`config.mk`:
```
export PLATFORM = sky130hd
export DESIGN_NAME = pll_rst_sequencer
export DESIGN_NICKNAME = d
export VERILOG_FILES = /design/src/rtl/pll_rst_sequencer.sv
export SDC_FILE = /design/constraint.sdc
export NUM_CORES = 1
export LEC_CHECK = 0
export BUFFER_PORTS_ARGS = -buffer_cell sky130_fd_sc_hd__buf_2
export CORE_ASPECT_RATIO = 0.8
export CORE_MARGIN = 4
export CORE_UTILIZATION = 45
export CTS_CLUSTER_DIAMETER = 60
export CTS_CLUSTER_SIZE = 30
export DETAILED_ROUTE_END_ITERATION = 16
export SLEW_MARGIN = 20
export SYNTH_ARGS = -nofsm -noshare
export SYNTH_HDL_FRONTEND = slang
export SYNTH_SLANG_ARGS = --single-unit
```
`constraint.sdc`:
```
create_clock -name i_clk -period 2.8 [get_ports i_clk]
set_input_delay 0.56 -clock i_clk [delete_from_list [all_inputs] [get_ports i_clk]]
set_output_delay 0.56 -clock i_clk [all_outputs]
set_load 0.005 [all_outputs]
```
`src/rtl/pll_rst_sequencer.sv`:
```
// Reset sequencer for a board PLL: pulses the PLL reset, waits for a stable
// synchronised lock, then releases CHANNELS reset outputs in staggered order.
module pll_rst_sequencer #(
   parameter int SYNC_STAGES    = 2,
   parameter int PLL_RST_CYCLES = 8,
   parameter int LOCK_TIMEOUT   = 65536,
   parameter int HOLD_CYCLES    = 16,
   parameter int CHANNELS       = 1,
   parameter int STAGGER        = 4
) (
   input  logic                i_clk,
   input  logic                i_rst,
   input  logic                i_locked,
   output logic                o_pll_rst,
   output logic [CHANNELS-1:0] o_rst,
   output logic                o_ready,
   output logic [7:0]          o_retries,
   output logic [7:0]          o_lost
);

   localparam int LAST_OFFSET = (CHANNELS - 1) * STAGGER;
   localparam int MAX_A       = (LOCK_TIMEOUT > PLL_RST_CYCLES) ? LOCK_TIMEOUT : PLL_RST_CYCLES;
   localparam int MAX_B       = (HOLD_CYCLES > LAST_OFFSET + 1) ? HOLD_CYCLES : LAST_OFFSET + 1;
   localparam int MAX_COUNT   = (MAX_A > MAX_B) ? MAX_A : MAX_B;
   localparam int CNT_W       = $clog2(MAX_COUNT + 1);

   typedef enum logic [2:0] {
      ST_PLLRST,
      ST_WAIT,
      ST_HOLD,
      ST_RELEASE,
      ST_RUN
   } state_t;

   state_t                state_q;
   state_t                state_d;
   logic [CNT_W-1:0]      cnt_q;
   logic [CNT_W-1:0]      cnt_d;
   logic [SYNC_STAGES-1:0] sync_q;
   logic                  locked_s;
   logic                  timeout_hit;
   logic                  loss_hit;
   logic                  pll_rst_q;
   logic                  pll_rst_d;
   logic [CHANNELS-1:0]   rst_q;
   logic [CHANNELS-1:0]   rst_d;
   logic                  ready_q;
   logic                  ready_d;
   logic [7:0]            retries_q;
   logic [7:0]            lost_q;

   // Lock is asynchronous to i_clk; only the last synchroniser stage is used.
   always_ff @(posedge i_clk) begin
      if (i_rst) begin
         sync_q <= '0;
      end else begin
         sync_q <= {sync_q[SYNC_STAGES-2:0], i_locked};
      end
   end

   assign locked_s = sync_q[SYNC_STAGES-1];

   always_ff @(posedge i_clk) begin
      if (i_rst) begin
         state_q   <= ST_PLLRST;
         cnt_q     <= '0;
         pll_rst_q <= 1'b1;
         rst_q     <= '1;
         ready_q   <= 1'b0;
         retries_q <= 8'd0;
         lost_q    <= 8'd0;
      end else begin
         state_q   <= state_d;
         cnt_q     <= cnt_d;
         pll_rst_q <= pll_rst_d;
         rst_q     <= rst_d;
         ready_q   <= ready_d;
         if (timeout_hit && (retries_q != 8'hFF)) begin
            retries_q <= retries_q + 8'd1;
         end
         if (loss_hit && (lost_q != 8'hFF)) begin
            lost_q <= lost_q + 8'd1;
         end
      end
   end

   // Lock is checked before the timeout so a simultaneous arrival wins, and
   // loss is checked before the last release so o_ready never rises on it.
   always_comb begin
      state_d     = state_q;
      timeout_hit = 1'b0;
      loss_hit    = 1'b0;
      case (state_q)
         ST_PLLRST: begin
            if (cnt_q == CNT_W'(PLL_RST_CYCLES - 1)) begin
               state_d = ST_WAIT;
            end
         end
         ST_WAIT: begin
            if (locked_s) begin
               state_d = ST_HOLD;
            end else if (cnt_q == CNT_W'(LOCK_TIMEOUT - 1)) begin
               state_d     = ST_PLLRST;
               timeout_hit = 1'b1;
            end
         end
         ST_HOLD: begin
            if (!locked_s) begin
               state_d = ST_WAIT;
            end else if (cnt_q == CNT_W'(HOLD_CYCLES - 1)) begin
               state_d = (LAST_OFFSET == 0) ? ST_RUN : ST_RELEASE;
            end
         end
         ST_RELEASE: begin
            if (!locked_s) begin
               state_d  = ST_WAIT;
               loss_hit = 1'b1;
            end else if (cnt_q == CNT_W'(LAST_OFFSET - 1)) begin
               state_d = ST_RUN;
            end
         end
         ST_RUN: begin
            if (!locked_s) begin
               state_d  = ST_WAIT;
               loss_hit = 1'b1;
            end
         end
         default: begin
            state_d = ST_PLLRST;
         end
      endcase
      if ((state_d != state_q) || (state_q == ST_RUN)) begin
         cnt_d = '0;
      end else begin
         cnt_d = cnt_q + CNT_W'(1);
      end
   end

   // Outputs are decoded from the next state and counter so they are
   // registered yet line up with the state they belong to.
   always_comb begin
      rst_d     = '1;
      ready_d   = (state_d == ST_RUN);
      pll_rst_d = (state_d == ST_PLLRST);
      case (state_d)
         ST_RUN: begin
            rst_d = '0;
         end
         ST_RELEASE: begin
            for (int k = 0; k < CHANNELS; k++) begin
               if (cnt_d >= CNT_W'(k * STAGGER)) begin
                  rst_d[k] = 1'b0;
               end
            end
         end
         default: begin
            rst_d = '1;
         end
      endcase
   end

   assign o_pll_rst = pll_rst_q;
   assign o_rst     = rst_q;
   assign o_ready   = ready_q;
   assign o_retries = retries_q;
   assign o_lost    = lost_q;

endmodule

```
==> impl_metrics.csv <==
group,metric,value,unit
global_routing,grt_pass1_wl,6.15,mm
setup_path,endpoint,"cnt_q[5]",
timing,rsz0062_at_grt,"no",
pwr,p_sw,0.217,mW
pwr,seqPwrFrac,58.9,%
yosys,netlist_instances,216,
route,vias,1503,
die,coreArea,4230,um2
clock_tree,clockRootBuffer,"clkbuf_8",
place,gp_congestion,0.718,
clock_tree,h-tree-depth,2,
yosys,synth_edf_count,0,
setup_path,crit_fanout,17,
clock_tree,cts_buffers,5,
die,die_h,67.6,um
route,wl_per_cell,12.3,um
die,ios,22,
die,die_x,82.5,um
yosys,syn_area_per_cell,9.25,um2
die,initial_utilization,47.2,%
yosys,yosysWarnings,0,
global_routing,grt_pass1_vias,1301,
clock_tree,cts.clk_slew.worst_paths,70,ps
timing,relSlewSlack,52.7,%
setup_path,cpPeakStageDelay,390,ps
setup_path,critical_path_class,"flip-flop to flip-flop",
setup_path,cp_slowest_cell,"dfxtp_1",
setup_path,cp_top_family,"simple AND/OR/NAND/NOR gates",
setup_path,r2r_setup_slack,340,ps
die,die-area,5580,um2
route,drt.antenna.violating_nets,0,
route,dr.pass1.iters,4,
yosys,yosys_register_bits,41,
route,routed.top_layer,"met4",
timing,setup_viol,0,
yosys,synth.distinct_cells,47,
place,io_buffers,21,
flow_run,drv_cap,0,
clock_tree,post_cts_buffers,0,
setup_path,startpoint,"cnt_q[0]",
global_routing,grt_start_max_net_pins,26,
route,drt-total-wl,3.59,mm
yosys,yosysTopAreaCell,"dfxtp_1",
pwr,cellLeakagePower,0.821,nW
route,drtIter0Drc,73,
cells_and_area,drive_gt1_share,19.5,%
yosys,syn_nets,224,
pwr,fin_total_pwr,1.01,mW
yosys,synthFlopType,"dfxtp_1",
min_path,worstHoldPathType,"flip-flop to flip-flop",
global_routing,grt-ovfl-total,0,
timing,setup-tns-final,0,ps
yosys,synth_area,2000,um2
cells_and_area,area_growth_syn_to_layout,9.52,%
yosys,yosysMostFrequentCell,"dfxtp_1",
clock_tree,clock_path_buffers,2,
pwr,clkPwrFrac,38.2,%
timing,tightest_slew,706,ps
route,viasPerCell,5.13,
place,dpl_cell_area,2100,um2
yosys,synthArstFlopShare,0,%
setup_path,cp-end-kind,"flip-flop",
die,num_rows,21,
clock_tree,holdBufCountCts,0,
pwr,p_comb_share,2.9,%
status,status,"completed",
pwr,power.share.switching,21.4,%
clock_tree,cts_tree,"built",
yosys,yosys.area.top_type_share,41.1,%
setup_path,cp.depth,11,
yosys,yosys-top-cells-area,"dfxtp_1 (41%), nor2_1 (6.2%), xor2_1 (6.1%)",
setup_path,r2r_start,"cnt_q[0]",
setup_path,crit_required,3010,ps
pwr,vdd_drop_max,0.000294,V
route,wl_met2,1.34,mm
setup_path,critPathBufInv,1,
timing,finalMaxSlewViolations,0,
timing,max_freq,0.406,GHz
yosys,seq_area_frac_synth,41.1,%
timing,fin_crit,2460,ps
setup_path,cp_cell_sequence,"ha_1 > inv_1 > nor3_1 > nand2_1 > nor2_1 > ha_1 > nor2b_1 > o21ai_0 > o221ai_1 > o21ba_4 > nor3_1",
cells_and_area,design_area,2190,um2
timing,hold_viol_final,0,
timing,fin_worst_skew,3.06,ps
route,drc,0,
setup_path,worst_setup_path_start_kind,"flip-flop",
cells_and_area,finalCoreUtilization,51.7,%
setup_path,arrival,2670,ps
cells_and_area,nFillCells,401,
route,dr_wl_met3,162,um
cells_and_area,multi_input_area,1070,um2
clock_tree,clk_latency,290,ps
place,hpwlAfterDp,2.52,mm
cells_and_area,final-seq-area,821,um2
global_routing,antenna_found_initial,0,
timing,min_period_over_period,88.0,%
cells_and_area,finalNetCount,244,
cells_and_area,diodes,0,
pwr,power.internal,0.795,mW
setup_path,ff2ff_path_depth,11,
setup_path,timing.rr.end,"cnt_q[5]",
global_routing,grtUsageTotal,14.3,%
clock_tree,clock_sinks,41,
pwr,p_per_area,463,nW/um2
yosys,synth_common_cells,"dfxtp_1 (41), nor2_1 (33), xor2_1 (14), xnor2_1 (13), nand3_1 (12)",
route,drt-met1-wl,2.03,mm
==> flip-flops by register name, summed over array words and instances, names as in the netlist <==
signal     cells
o_retries      8
o_pll_rst      1
o_rst          1
o_ready        1
state_q        3
o_lost         8
sync_q         2
cnt_q         17
==> cells in the final DEF (no fill, tap or decap), drive strengths merged <==
master / count
a21o: 2
a21oi: 2
a22oi: 1
a31o: 1
a41oi: 1
and2: 1
and3: 5
and4: 4
buf: 23
clkbuf: 7
dfxtp: 41
ha: 5
inv: 5
mux2i: 2
nand2: 10
nand3: 12
nand3b: 2
nand4: 7
nor2: 33
nor2b: 3
nor3: 20
nor3b: 1
nor4: 2
nor4b: 2
o2111ai: 1
o211ai: 1
o21ai: 4
o21ba: 1
o21bai: 1
o221ai: 2
o311ai: 2
o31a: 1
or3: 2
or3b: 1
or4: 1
xnor2: 13
xor2: 14
==> cell type report <==
cell class	instances	share of cell area (%)
Clock buffer	7	3.95
Inverter	5	0.858
Multi-Input combinational cell	160	48.9
Sequential cell	41	37.5
Tap cell	57	3.26
Timing Repair Buffer	23	5.49
==> repair_timing <==
action,CTS,global route
hold endpoints to repair,0,0
endpoints found under the setup margin,0,4
gates resized for setup,0,1
==> metrics by stage <==
stage               setup slack, ps  std cells  hold slack [ps]
floorplan                       354        216              414
global placement                388        286              445
detailed placement              286        286              450
CTS                             249        293              470
global route                   22.5        293              488
finish                          336        293              461
==> cell families (layout without fill, tap and decap cells) <==
| logic type | count (synthesis) | in the layout | synth area share, % |
|---|---|---|---|
| buffers and inverters | 15 | 35 | 5.64 |
| and+or+nand+nor | 106 | 106 | 29.7 |
| DFF | 41 | 41 | 41.1 |
| AOI/OAI and AO/OA | 20 | 20 | 7.64 |
| xor gates and xnor gates | 27 | 27 | 11.8 |
| muxes | 2 | 2 | 1.00 |
| adders and majority gates | 5 | 5 | 3.13 |
==> layer usage <==
layer,vias to the layer above,global-route usage [%]
met5,-,0
li1,795,-
met3,6,4.00
met1,673,22.0
met2,29,18.3
met4,0,5.51
==> power groups by stage <==
stage | combinational, mW | sequential (mW) | clock [mW]
finish | 0.0296 | 0.596 | 0.387
global route | 0.0330 | 0.597 | 0.426
CTS | 0.0299 | 0.596 | 0.402
detailed placement | 0.0301 | 0.609 | 0
global placement | 0.0301 | 0.609 | 0
floorplan | 0.0294 | 0.606 | 0
==> how the worst min path moves through the flow <==
stage / start / end / slack (ps) / depth (start not counted)
4_1_cts: sync_q[0] / sync_q[1] / 470 / 1
5_1_grt: sync_q[0] / sync_q[1] / 490 / 1
2_1_floorplan: sync_q[0] / sync_q[1] / 410 / 1
6_report: sync_q[0] / sync_q[1] / 460 / 1
3_5_place_dp: sync_q[0] / sync_q[1] / 450 / 1
3_3_place_gp: sync_q[0] / sync_q[1] / 440 / 1
Power figures use the tool's default switching activity.
